<file path="src/rtl/instruction_fetch_pkg.sv">
// Shared types and constants for the fetch stage and the decoder it feeds.
package instruction_fetch_pkg;

    localparam int unsigned XLEN    = 32;
    localparam int unsigned JIMM_W  = 28;
    localparam int unsigned BRIMM_W = 16;

    localparam logic [XLEN-1:0] INSTR_NOP = 32'h0000_0000;

    typedef enum logic [1:0] {
        PC_SRC_NEXT   = 2'd0,
        PC_SRC_REG    = 2'd1,
        PC_SRC_JUMP   = 2'd2,
        PC_SRC_BRANCH = 2'd3
    } pc_src_e;

    typedef enum logic [1:0] {
        IDLE  = 2'd0,
        REQ   = 2'd1,
        ISSUE = 2'd2,
        HALT  = 2'd3
    } fetch_state_e;

    // Word-offset branch immediate -> signed byte offset.
    function automatic logic [XLEN-1:0] br_offset(input logic [BRIMM_W-1:0] imm);
        return {{14{imm[BRIMM_W-1]}}, imm, 2'b00};
    endfunction

endpackage

</file>
<file path="src/rtl/instruction_fetch_if.sv">
// Fetch-stage bundle: decoder controls, instruction-memory port and fetch outputs.
interface instruction_fetch_if;
    import instruction_fetch_pkg::*;

    logic [1:0]         pcSrc;
    logic [JIMM_W-1:0]  jImm;
    logic [BRIMM_W-1:0] brImm;
    logic [XLEN-1:0]    regA;
    logic               stall;
    logic               imemReq;
    logic [XLEN-1:0]    imemAddr;
    logic               imemAck;
    logic [XLEN-1:0]    imemData;
    logic [XLEN-1:0]    instruction;
    logic               instrValid;
    logic [XLEN-1:0]    pc;
    logic [XLEN-1:0]    pcPlus4;
    logic               fault;

    modport master (
        input  pcSrc, jImm, brImm, regA, stall, imemAck, imemData,
        output imemReq, imemAddr, instruction, instrValid, pc, pcPlus4, fault
    );

    modport slave (
        output pcSrc, jImm, brImm, regA, stall, imemAck, imemData,
        input  imemReq, imemAddr, instruction, instrValid, pc, pcPlus4, fault
    );

endinterface

</file>
<file path="src/rtl/instruction_fetch_next_pc_calc.sv">
// Combinational next-PC selection; flags jr targets that are not word aligned.
module next_pc_calc
    import instruction_fetch_pkg::*;
(
    input  logic [XLEN-1:0]    pc_i,
    input  pc_src_e            pc_src_i,
    input  logic [JIMM_W-1:0]  j_imm_i,
    input  logic [BRIMM_W-1:0] br_imm_i,
    input  logic [XLEN-1:0]    reg_a_i,
    output logic [XLEN-1:0]    next_pc_o,
    output logic               misaligned_o
);

    logic [XLEN-1:0] pc_plus4;

    assign pc_plus4 = pc_i + XLEN'(4);

    always_comb begin
        next_pc_o    = pc_plus4;
        misaligned_o = 1'b0;
        case (pc_src_i)
            PC_SRC_NEXT:   next_pc_o = pc_plus4;
            PC_SRC_REG: begin
                next_pc_o    = reg_a_i;
                misaligned_o = |reg_a_i[1:0];
            end
            PC_SRC_JUMP:   next_pc_o = {pc_plus4[XLEN-1:JIMM_W], j_imm_i};
            PC_SRC_BRANCH: next_pc_o = pc_plus4 + br_offset(br_imm_i);
            default:       next_pc_o = pc_plus4;
        endcase
    end

endmodule

</file>
<file path="src/rtl/instruction_fetch.sv">
// Fetch stage: PC register, req/ack instruction fetch, decode hand-off and
// sticky fault on fetch timeout or misaligned jr target.
module instruction_fetch
    import instruction_fetch_pkg::*;
#(
    parameter logic [31:0] RESET_PC   = 32'h0000_0000,
    parameter int unsigned MAX_WAIT   = 8,
    parameter int unsigned DECODE_LAT = 1
) (
    input  logic                clk,
    input  logic                reset,
    instruction_fetch_if.master bus
);

    localparam int unsigned WAIT_W = $clog2(MAX_WAIT + 1);
    localparam int unsigned DEC_W  = $clog2(DECODE_LAT + 1);

    fetch_state_e      state_q, state_d;
    logic [XLEN-1:0]   pc_q, pc_d;
    logic [XLEN-1:0]   instr_q, instr_d;
    logic              valid_q, valid_d;
    logic              req_q, req_d;
    logic              fault_q, fault_d;
    logic [WAIT_W-1:0] wait_cnt_q, wait_cnt_d;
    logic [DEC_W-1:0]  dec_cnt_q, dec_cnt_d;

    logic [XLEN-1:0]   next_pc;
    logic              misaligned;

    next_pc_calc u_next_pc_calc (
        .pc_i         (pc_q),
        .pc_src_i     (pc_src_e'(bus.pcSrc)),
        .j_imm_i      (bus.jImm),
        .br_imm_i     (bus.brImm),
        .reg_a_i      (bus.regA),
        .next_pc_o    (next_pc),
        .misaligned_o (misaligned)
    );

    always_ff @(posedge clk) begin
        if (reset) begin
            state_q    <= IDLE;
            pc_q       <= RESET_PC;
            instr_q    <= INSTR_NOP;
            valid_q    <= 1'b0;
            req_q      <= 1'b0;
            fault_q    <= 1'b0;
            wait_cnt_q <= '0;
            dec_cnt_q  <= '0;
        end else begin
            state_q    <= state_d;
            pc_q       <= pc_d;
            instr_q    <= instr_d;
            valid_q    <= valid_d;
            req_q      <= req_d;
            fault_q    <= fault_d;
            wait_cnt_q <= wait_cnt_d;
            dec_cnt_q  <= dec_cnt_d;
        end
    end

    // Next state; an ack takes priority over a timeout in the same cycle.
    always_comb begin
        state_d    = state_q;
        pc_d       = pc_q;
        instr_d    = instr_q;
        valid_d    = valid_q;
        req_d      = req_q;
        fault_d    = fault_q;
        wait_cnt_d = wait_cnt_q;
        dec_cnt_d  = dec_cnt_q;
        case (state_q)
            IDLE: begin
                state_d    = REQ;
                req_d      = 1'b1;
                wait_cnt_d = '0;
            end
            REQ: begin
                if (bus.imemAck) begin
                    instr_d   = bus.imemData;
                    valid_d   = 1'b1;
                    dec_cnt_d = '0;
                    req_d     = 1'b0;
                    state_d   = ISSUE;
                end else if (wait_cnt_q == WAIT_W'(MAX_WAIT - 1)) begin
                    fault_d = 1'b1;
                    req_d   = 1'b0;
                    state_d = HALT;
                end else begin
                    wait_cnt_d = wait_cnt_q + WAIT_W'(1);
                end
            end
            ISSUE: begin
                if (!bus.stall) begin
                    if (dec_cnt_q == DEC_W'(DECODE_LAT - 1)) begin
                        valid_d = 1'b0;
                        if (misaligned) begin
                            fault_d = 1'b1;
                            state_d = HALT;
                        end else begin
                            pc_d       = next_pc;
                            req_d      = 1'b1;
                            wait_cnt_d = '0;
                            state_d    = REQ;
                        end
                    end else begin
                        dec_cnt_d = dec_cnt_q + DEC_W'(1);
                    end
                end
            end
            HALT: begin
                state_d = HALT;
            end
            default: state_d = IDLE;
        endcase
    end

    assign bus.imemReq     = req_q;
    assign bus.imemAddr    = pc_q;
    assign bus.instruction = instr_q;
    assign bus.instrValid  = valid_q;
    assign bus.pc          = pc_q;
    assign bus.pcPlus4     = pc_q + XLEN'(4);
    assign bus.fault       = fault_q;

endmodule

</file>
<file path="src/flat_wrapper.sv">
// flat-port wrapper written by rule: the top's interface ports become plain ports
module instruction_fetch_flat import instruction_fetch_pkg::*;
#(
    parameter logic [31:0] RESET_PC   = 32'h0000_0000,
    parameter int unsigned MAX_WAIT   = 8,
    parameter int unsigned DECODE_LAT = 1
)
  (clk, reset, bus_pcSrc, bus_jImm, bus_brImm, bus_regA, bus_stall, bus_imemAck, bus_imemData, bus_imemReq, bus_imemAddr, bus_instruction, bus_instrValid, bus_pc, bus_pcPlus4, bus_fault);
  instruction_fetch_if bus_i ();
  input  logic clk;
  input  logic reset;
  input wire logic [$bits(bus_i.pcSrc)-1:0] bus_pcSrc;
  input wire logic [$bits(bus_i.jImm)-1:0] bus_jImm;
  input wire logic [$bits(bus_i.brImm)-1:0] bus_brImm;
  input wire logic [$bits(bus_i.regA)-1:0] bus_regA;
  input wire logic [$bits(bus_i.stall)-1:0] bus_stall;
  input wire logic [$bits(bus_i.imemAck)-1:0] bus_imemAck;
  input wire logic [$bits(bus_i.imemData)-1:0] bus_imemData;
  output wire logic [$bits(bus_i.imemReq)-1:0] bus_imemReq;
  output wire logic [$bits(bus_i.imemAddr)-1:0] bus_imemAddr;
  output wire logic [$bits(bus_i.instruction)-1:0] bus_instruction;
  output wire logic [$bits(bus_i.instrValid)-1:0] bus_instrValid;
  output wire logic [$bits(bus_i.pc)-1:0] bus_pc;
  output wire logic [$bits(bus_i.pcPlus4)-1:0] bus_pcPlus4;
  output wire logic [$bits(bus_i.fault)-1:0] bus_fault;
  assign bus_i.pcSrc = bus_pcSrc;
  assign bus_i.jImm = bus_jImm;
  assign bus_i.brImm = bus_brImm;
  assign bus_i.regA = bus_regA;
  assign bus_i.stall = bus_stall;
  assign bus_i.imemAck = bus_imemAck;
  assign bus_i.imemData = bus_imemData;
  assign bus_imemReq = bus_i.imemReq;
  assign bus_imemAddr = bus_i.imemAddr;
  assign bus_instruction = bus_i.instruction;
  assign bus_instrValid = bus_i.instrValid;
  assign bus_pc = bus_i.pc;
  assign bus_pcPlus4 = bus_i.pcPlus4;
  assign bus_fault = bus_i.fault;
  instruction_fetch #(.RESET_PC(RESET_PC), .MAX_WAIT(MAX_WAIT), .DECODE_LAT(DECODE_LAT)) u_core (.clk(clk), .reset(reset), .bus(bus_i));
endmodule
</file>
<file path="config.mk">
export PLATFORM = sky130hd
export DESIGN_NAME = instruction_fetch_flat
export DESIGN_NICKNAME = d
export VERILOG_FILES = /design/src/rtl/instruction_fetch_pkg.sv /design/src/rtl/instruction_fetch_if.sv /design/src/rtl/instruction_fetch_next_pc_calc.sv /design/src/rtl/instruction_fetch.sv /design/src/flat_wrapper.sv
export SDC_FILE = /design/constraint.sdc
export NUM_CORES = 1
export LEC_CHECK = 0
export ABC_AREA = 1
export CAP_MARGIN = 20
export CORE_MARGIN = 2
export CORE_UTILIZATION = 52
export CTS_CLUSTER_DIAMETER = 80
export CTS_CLUSTER_SIZE = 30
export DETAILED_ROUTE_END_ITERATION = 10
export HOLD_SLACK_MARGIN = 0.12
export PLACE_DENSITY_LB_ADDON = 0.05
export RECOVER_POWER = 25
export SLEW_MARGIN = 20
export SYNTH_ARGS = -nofsm -noshare
export SYNTH_HDL_FRONTEND = slang
export SYNTH_HIERARCHICAL = 1
export SYNTH_SLANG_ARGS = --single-unit
</file>
<file path="constraint.sdc">
create_clock -name clk -period 6.6 [get_ports clk]
set_input_delay 1.32 -clock clk [delete_from_list [all_inputs] [get_ports clk]]
set_output_delay 1.32 -clock clk [all_outputs]
set_load 0.05 [all_outputs]
</file>
==> results.cfg, run 1 <==
[yosys]
synth_top_flop_cell = dfxtp_1
ys_seq_area_share_pct = 19.5
yosysWarnings = 6
synth_top_family_by_area = simple AND/OR/NAND/NOR gates
synth_fa_ha_area_share_pct = 6.27
synthMuxAreaShare_pct = 0
syn_avg_cell_area_um2 = 5.89
ys_types = 43
synthXorXnorAreaFrac_pct = 4.60
ys_ff_latch = 73
synthCells = 1273
yosysMostFrequentCell = nand2_1
ys_top_cells_by_count = nand2_1 (371), nor2_1 (184), inv_1 (117)
synth_area_leaders = dfxtp_1 (19%), nand2_1 (19%), nor2_1 (9.2%), nand3_1 (6.3%), a21oi_1 (6.1%)
syn-cell-area_um2 = 7500
synthSimpleGateAreaFrac_pct = 43.6
synthArstFlopShare_pct = 0
synth_edf_count = 0
netlist.top_cell.by_area = dfxtp_1
yosysTopAreaCellShare_pct = 19.5
syn_nets = 1424
synth-compound-area-share_pct = 13.8

[critical_path]
cp-end-kind = flop
r2r_slack_ns = 2.68
slowest_stage = nand2_1
crit_top_cell = nand2_1
crit_arrival_ns = 4.78
reg2reg_to = u_core/bus.imemAddr[23]$_SDFFE_PP0P_
slowest_delay_ns = 1.18
r2r-start = u_core/bus.imemAddr[2]$_SDFFE_PP0P_
path_class = in2reg
r2r_cells = 18
cpLargestDelayFamily = simple AND/OR/NAND/NOR gates
critPathLaunchType = input pin
crit_chain = dlygate4sd3_1 -> clkbuf_1 -> nand2_1 -> nand3_2 -> nand2_1 -> nand2_1 -> nor2_1
crit_required_ns = 6.84
path_buf_inv = 2
cp_max_fo = 37

[power_and_ir_drop]
p_sw_share_pct = 37.2
p_leak_nw = 4.34
comb_power_share_pct = 32.4
p_per_area_nw_per_um2 = 150
clockPowerShare_pct = 35.1
ir_drop_uv = 155
p_int_mw = 0.950
power_frac_seq_pct = 32.5
p_switching_mw = 0.562

[global_routing]
grt_max_degree = 40
grt_util_all_layers_pct = 36.1
grt_pass1_wl_mm = 43.0
grt_pass1_vias = 8347
grt-ovfl-total = 0
grt_antenna_before_repair = 0

[final_layout]
synthToLayoutAreaGrowth_pct = 34.3
final_nets = 1615
fin_cells = 1649
nFillCells = 1273
antenna_cells = 0
fin_util_pct = 72.0
fin_area_um2 = 10100
drive_gt1_share_pct = 5.85

[clocking]
root_buffer = clkbuf_16
hold_buffers = 0
clkTransAtPathRegs_ns = 0.07
post_cts_resized = 0
clock-sinks = 73
cts_buffer_depth = 2
numCtsBuffers = 9
clkLatencyLatePin_ns = 0.34
cts_tree = yes
ctsHtreeMaxLevel = 3
cts_setup_buffers = 0

[floorplanning]
std_cell_rows = 43
ioPinCount = 245
chipWidth_um = 124
die-area_um2 = 15400
start_util_pct = 53.6
dieHeight_um = 124
core_area_um2 = 14000

[sta]
min_period_over_period_pct = 68.9
clock.fmax_mhz = 220
period_minus_slack_ns = 4.55
finalSetupViolCount = 0
drv_slew = 0
fin_setup_tns_ns = 0
tightest_slew_ns = 1.50
skew_ns = 0.00708
rsz0062_at_grt = false
maxSlewHeadroom_pct = 0.183
finalHoldViolations = 0

[drt]
vias = 9143
avgViaCountPerCell = 5.54
detail_route.wl_per_cell_um = 17.0
drc = 0
ant_nets = 0
drt_wl_total_mm = 28.0
drtIter0Drc = 1008
first_pass_iters = 6

[min_path]
hp-class = reg2reg
hold_end = u_core/bus.instruction[22]$_SDFFE_PP0P_
hold_depth = 2
hold_start = u_core/bus.instruction[22]$_SDFFE_PP0P_

[outcome]
status = finished, violations left
violations = max-capacitance violations

[place]
hpwl_mm = 21.1
place_congestion = 1.01
dp.cells = 1633
portBuffers = 244
placed_area_um2 = 9770

[flow_run]
cap_violations = 1
-- cell usage in the layout, fill, tap and decap left out, drive strengths merged --
| master | Yosys | routed |
|---|---|---|
| o211ai | 2 | 2 |
| dlygate4sd3 | 0 | 22 |
| nand2 | 384 | 384 |
| clkinvlp | 0 | 1 |
| bufinv | 0 | 1 |
| o2111ai | 3 | 3 |
| inv | 125 | 129 |
| dfxtp | 73 | 73 |
| xnor2 | 12 | 12 |
| o21bai | 4 | 4 |
| a21o | 1 | 1 |
| xor2 | 24 | 24 |
| clkbuf | 23 | 10 |
| and2 | 3 | 3 |
| fa | 1 | 1 |
| clkdlybuf4s50 | 0 | 222 |
| or2 | 7 | 7 |
| ha | 36 | 36 |
| nand3b | 14 | 14 |
| nor3 | 11 | 11 |
| nor4 | 3 | 3 |
| a22oi | 2 | 2 |
| o21ai | 58 | 58 |
| a221oi | 16 | 16 |
| a31oi | 1 | 1 |
| nand4 | 23 | 23 |
| buf | 47 | 5 |
| clkinv | 0 | 1 |
| nor2 | 204 | 204 |
| a21oi | 97 | 97 |
| nand3 | 99 | 99 |
-- stage by stage --
step | hold WS [ns] | power [mW] | worst slack [ns]
after floorplan | 0.497 | 0.805 | 2.81
after global placement | 0.447 | 0.981 | 2.40
after detailed placement | 0.453 | 0.986 | 2.36
after CTS | 0.461 | 1.51 | 2.42
after global routing | 0.474 | 1.57 | 1.61
final | 0.458 | 1.51 | 2.05
-- flip-flops by register name (all words and copies together), names as in the netlist --
register	flops
u_core/wait_cnt_q	4
u_core/bus.imemReq	1
u_core/bus.instruction	32
u_core/state_q	2
u_core/bus.instrValid	1
u_core/bus.fault	1
u_core/bus.imemAddr	32
-- worst min-delay path: cells and delay by family, from the launching register on --
kind / cells / cell delay [ns]
AOI/OAI and AO/OA: 1 / 0.05
DFF: 1 / 0.31
and+or+nand+nor: 1 / 0.06
-- metal layers --
| metal | part of all wire (%) | track usage (%) | vias to the layer above |
|---|---|---|---|
| met1 | 40 | 46.0 | 4108 |
| li1 | - | - | 4494 |
| met2 | 46 | 59.6 | 478 |
| met5 | 0 | 0 | - |
| met3 | 10 | 7.10 | 63 |
| met4 | 3.4 | 15.0 | 0 |
-- power groups by stage --
stage,logic (mW),clock network [mW],registers [mW]
finish,0.490,0.531,0.491
global route,0.526,0.552,0.494
CTS,0.489,0.533,0.491
detailed placement,0.485,0,0.500
global placement,0.482,0,0.499
floorplan,0.251,0,0.554
-- area by class of cell --
class	count	area, um^2	area share (%)
multi-input cells	1005	5120	50.9
repair buffers	250	2480	24.7
flip-flops and latches	73	1460	14.5
well taps	180	225	2.24
clock inverters	7	83.8	0.832
clock buffers	9	225	2.24
inverters	125	469	4.66
-- logic make-up (layout without fill, tap and decap cells) --
group	count (synthesis)	count (layout)
AO/OA/AOI/OAI	184	184
XOR/XNOR	36	36
adder cells (fa/ha/maj)	37	37
buffers and inverters	195	391
flip-flops	73	73
AND/OR/NAND/NOR	748	748
-- how the worst max path moves through the flow --
stage | end | from | slack (ns) | cells past startpoint
finish | u_core/wait_cnt_q[0]$_SDFFE_PP0P_ | bus_imemAck | 2.05 | 7
global route | u_core/wait_cnt_q[3]$_SDFFE_PP0P_ | bus_imemAck | 1.61 | 7
CTS | bus_pcPlus4[16] | u_core/bus.imemAddr[2]$_SDFFE_PP0P_ | 2.42 | 6
detailed placement | u_core/bus.imemAddr[27]$_SDFFE_PP0P_ | bus_brImm[15] | 2.36 | 13
global placement | u_core/bus.imemAddr[21]$_SDFFE_PP0P_ | bus_brImm[15] | 2.40 | 11
floorplan | bus_pcPlus4[17] | u_core/bus.imemAddr[2]$_SDFFE_PP0P_ | 2.81 | 5
Power figures use the tool's default switching activity.
==> run 2, diff against run 1 <==
CORE_UTILIZATION = 43   (was 52)
clock period = 3.8 ns   (was 6.6 ns; I/O delays follow)
==> run 2 against run 1 <==
  * The run now ends clean
  * Count of clock-buffer cells in the layout unchanged
  * First-iteration DRC count down 41%
  * Setup slack worse by 1.7 ns
  * Critical path type is now reg2out
  * Largest power group unchanged
==> results.cfg, run 2 (synthesized netlist as in run 1, its figures left out) <==
[sta]
fin_setup_tns_ns = 0
finalSetupViolCount = 0
maxSlewHeadroom_pct = 17.7
clock.fmax_mhz = 286
min_period_over_period_pct = 91.9
rsz0062_at_grt = false
drv_slew = 0
skew_ns = 0.00823
finalHoldViolations = 0
tightest_slew_ns = 1.23
period_minus_slack_ns = 3.49

[drt]
first_pass_iters = 5
avgViaCountPerCell = 5.20
drc = 0
drt_wl_total_mm = 28.5
drtIter0Drc = 599
ant_nets = 0
vias = 8974
detail_route.wl_per_cell_um = 16.5

[floorplanning]
ioPinCount = 245
std_cell_rows = 48
dieHeight_um = 136
start_util_pct = 43.7
chipWidth_um = 136
die-area_um2 = 18500
core_area_um2 = 17200

[global_routing]
grt_antenna_before_repair = 0
grt_max_degree = 40
grt_util_all_layers_pct = 30.2
grt_pass1_vias = 8213
grt_pass1_wl_mm = 43.6
grt-ovfl-total = 0

[flow_run]
cap_violations = 0

[place]
hpwl_mm = 22.9
portBuffers = 244
place_congestion = 0.963

[critical_path]
crit_required_ns = 3.04
cpLargestDelayFamily = buffers and inverters
slowest_delay_ns = 0.82
crit_chain = buf_4 -> ha_1 -> nand3_1 -> inv_1 -> nand2_1 -> nor2_1 -> xor2_1 -> clkdlybuf4s50_1
cp_max_fo = 7
path_class = reg2out
cp-end-kind = output port
path_buf_inv = 3
crit_arrival_ns = 2.73
critPathLaunchType = flop
slowest_stage = clkdlybuf4s50_1

[final_layout]
fin_util_pct = 60.4
regArea_um2 = 1460
nFillCells = 1753
synthToLayoutAreaGrowth_pct = 38.2
antenna_cells = 0
final_nets = 1647
multi_input_area_um2 = 5120
layout_commonest_cell = nand2_1
final_cell_mix = nand2_1 (372), clkdlybuf4s50_1 (229), nor2_1 (182)
drive_gt1_share_pct = 7.79

[clocking]
clock-sinks = 73
root_buffer = clkbuf_16
hold_buffers = 0
clkTransAtPathRegs_ns = 0.06
cts_buffer_depth = 2
numCtsBuffers = 9
cts_tree = yes
ctsHtreeMaxLevel = 3
clkLatencyLatePin_ns = 0.34

[power_and_ir_drop]
p_leak_nw = 4.50
ir_drop_uv = 237
p_per_area_nw_per_um2 = 253

[outcome]
status = complete, no violations

[min_path]
hp-class = reg2reg
[run 2: repair_timing]
item | in CTS | in global routing
setup buffers | 0 | 0
setup endpoints to repair | 0 | 2
gates resized for setup | 0 | 2
[run 2: final cells by class]
cell class	instances	share of cell area (%)
clock buffer	9	2.17
clock inverter	7	0.797
inverter	125	4.53
multi-input combinational	1005	49.4
sequential	73	14.1
tap	225	2.72
timing repair buffer	282	26.3
[run 2: worst min-delay path: cells and delay by family, from the launching register on]
| family | cells | cell delay [ns] |
|---|---|---|
| AND/OR/NAND/NOR | 1 | 0.06 |
| AO/OA/AOI/OAI | 1 | 0.05 |
| flip-flops | 1 | 0.30 |
[run 2: worst paths after layout]
check	start	end	cells past startpoint	slack, ns
worst min register to register	u_core/bus.instruction[22]$_SDFFE_PP0P_	u_core/bus.instruction[22]$_SDFFE_PP0P_	2	0.46
worst max register to register	u_core/bus.imemAddr[2]$_SDFFE_PP0P_	u_core/bus.imemAddr[25]$_SDFFE_PP0P_	19	0.34
worst min-delay path	u_core/bus.instruction[22]$_SDFFE_PP0P_	u_core/bus.instruction[22]$_SDFFE_PP0P_	2	0.46
worst max-delay path	u_core/bus.imemAddr[2]$_SDFFE_PP0P_	bus_pcPlus4[18]	8	0.31
[run 2: metal layers]
layer  global-route usage, %  wire (um)
met2                    50.5      13300
met3                    7.08       2430
met1                    37.0      11700
met4                    12.8       1080
met5                       0          0
[run 2: through the flow]
| step | power, mW | hold slack (ns) | instance area [um^2] | instances | setup slack (ns) |
|---|---|---|---|---|---|
| floorplan | 1.40 | 0.497 | 7500 | 1273 | 0.420 |
| global placement | 1.74 | 0.447 | 10100 | 1710 | 0.351 |
| detailed placement | 1.74 | 0.454 | 10100 | 1710 | 0.284 |
| CTS | 2.65 | 0.461 | 10400 | 1726 | 0.223 |
| global route | 2.75 | 0.471 | 10400 | 1726 | 0.0409 |
| finish | 2.63 | 0.457 | 10400 | 1726 | 0.307 |
[run 2: report_power, final]
part | leakage (nW) | switching (mW) | total [mW] | internal [mW]
Sequential | 0.594 | 0.0354 | 0.837 | 0.801
Clock | 0.145 | 0.382 | 0.903 | 0.520
Combinational | 3.76 | 0.544 | 0.888 | 0.343
Total | 4.50 | 0.962 | 2.63 | 1.67
==> run 3, diff against run 2 <==
CORE_UTILIZATION = 48   (was 43)
clock period = 3.9 ns   (was 3.8 ns; I/O delays follow)
==> run 3 against run 2 <==
  * Count of clock-buffer cells in the layout unchanged
  * Critical path depth down 1
  * Sequential share of layout area up 0.096 points
  * Cell count down 1.3%
  * Setup slack better by 0.011 ns
  * First-iteration DRC count up 27%
  * Clock skew up 0.0023 ns
  * Sequential power down 2.5%
  * Hold slack worse by 0.0020 ns
  * Critical endpoint is now bus_pcPlus4[16]
==> results.cfg, run 3 (synthesized netlist as in run 1, its figures left out) <==
[drt]
drc = 0
vias = 9229
drt_wl_total_mm = 27.9
avgViaCountPerCell = 5.42
drtIter0Drc = 759
detail_route.wl_per_cell_um = 16.4
ant_nets = 0
first_pass_iters = 6

[critical_path]
critPathLaunchType = flop
path_class = reg2out
crit_required_ns = 3.12
crit_arrival_ns = 2.80
cp_max_fo = 8
reg2reg_to = u_core/bus.imemAddr[31]$_SDFFE_PP0P_
cp-end-kind = output port
r2r_cells = 21
r2r_slack_ns = 0.49
r2r-start = u_core/bus.imemAddr[22]$_SDFFE_PP0P_

[final_layout]
drive_gt1_share_pct = 7.24
antenna_cells = 0
layout_commonest_cell = nand2_1
synthToLayoutAreaGrowth_pct = 37.3
final_nets = 1638
final_cell_mix = nand2_1 (372), clkdlybuf4s50_1 (228), nor2_1 (181)
fin_cells = 1703

[place]
place_congestion = 1.09
portBuffers = 244
hpwl_mm = 21.8
dp.cells = 1687

[clocking]
clock-sinks = 73
cts_buffer_depth = 2
cts_setup_buffers = 0
ctsHtreeMaxLevel = 3
post_cts_resized = 0
hold_buffers = 0
clkTransAtPathRegs_ns = 0.07
numCtsBuffers = 9
root_buffer = clkbuf_16
cts_tree = yes
clkLatencyLatePin_ns = 0.35

[global_routing]
grt_pass1_vias = 8390
grt-ovfl-total = 0
grt_pass1_wl_mm = 42.8
grt_max_degree = 39
grt_antenna_before_repair = 0
grt_util_all_layers_pct = 32.8

[floorplanning]
die-area_um2 = 16600
start_util_pct = 49.2
core_area_um2 = 15300
dieHeight_um = 129
ioPinCount = 245
chipWidth_um = 129
std_cell_rows = 45

[sta]
drv_slew = 0
rsz0062_at_grt = false
min_period_over_period_pct = 91.8
fin_setup_tns_ns = 0
skew_ns = 0.0105
maxSlewHeadroom_pct = 2.58
period_minus_slack_ns = 3.58
tightest_slew_ns = 1.46
clock.fmax_mhz = 279
finalSetupViolCount = 0
finalHoldViolations = 0

[min_path]
hold_end = u_core/bus.instruction[24]$_SDFFE_PP0P_
hp-class = reg2reg
hold_start = u_core/bus.instruction[24]$_SDFFE_PP0P_
hold_depth = 2

[outcome]
status = complete, no violations

[flow_run]
cap_violations = 0

[power_and_ir_drop]
ir_drop_uv = 227
p_per_area_nw_per_um2 = 251
p_leak_nw = 4.44
run 3: cell types whose count changed in the layout (fill, tap and decap cells not counted), sizes merged:
cell	before	now
buf	37	27
dlygate4sd3	14	16
clkinv	0	1
clkbuf	10	11
clkdlybuf4s50	229	228
dlymetal6s2s	1	0
inv	129	128
run 3: worst max-delay path: stages, from the launching register on:
cell,delay (ns)
dfxtp_1,0.33
buf_4,0.17
ha_1,0.25
nand3_1,0.23
nor2_1,0.35
nand3_1,0.14
xnor2_1,0.15
clkdlybuf4s50_1,0.83
run 3: layout make-up:
class                      count  area [um^2]
clock inverter                 7         85.1
tap                          211          264
clock buffer                   9          225
timing repair buffer         273         2670
sequential                    73         1460
inverter                     125          469
multi-input combinational   1005         5130
fill                        1441         4960
run 3: how the worst max path moves through the flow:
| stage | slack [ns] | from | depth (start not counted) | to |
|---|---|---|---|---|
| 5_1_grt | 0.16 | u_core/bus.imemAddr[22]$_SDFFE_PP0P_ | 20 | u_core/bus.imemAddr[31]$_SDFFE_PP0P_ |
| 4_1_cts | 0.35 | u_core/bus.imemAddr[2]$_SDFFE_PP0P_ | 7 | bus_pcPlus4[16] |
| 3_3_place_gp | 0.37 | bus_brImm[15] | 12 | u_core/bus.imemAddr[19]$_SDFFE_PP0P_ |
| 2_1_floorplan | 0.52 | u_core/bus.imemAddr[2]$_SDFFE_PP0P_ | 22 | u_core/bus.imemAddr[29]$_SDFFE_PP0P_ |
| 6_report | 0.32 | u_core/bus.imemAddr[2]$_SDFFE_PP0P_ | 7 | bus_pcPlus4[16] |
| 3_5_place_dp | 0.41 | bus_brImm[15] | 12 | u_core/bus.imemAddr[19]$_SDFFE_PP0P_ |
run 3: layer usage:
layer | track usage (%) | routed length [um]
met1 | 40.1 | 11000
met2 | 53.7 | 12800
met3 | 8.36 | 2750
met4 | 16.2 | 1340
met5 | 0 | 0
run 3: through the flow:
step                      util, %  hold slack, ns  cell area [um^2]  power [mW]  worst slack [ns]
after global routing         67.5           0.474             10300        2.70             0.164
after floorplan                 -           0.497              7500        1.36             0.520
after CTS                    67.5           0.462             10300        2.60             0.351
after detailed placement     65.5           0.453             10000        1.69             0.408
after global placement       65.5           0.446             10000        1.68             0.373
final                        67.5           0.455             10300        2.59             0.318
run 3: where the power goes:
group | switching [mW] | internal, mW | total, mW
logic | 0.530 | 0.330 | 0.860
registers | 0.0358 | 0.780 | 0.816
clock network | 0.399 | 0.510 | 0.909
total | 0.965 | 1.62 | 2.59
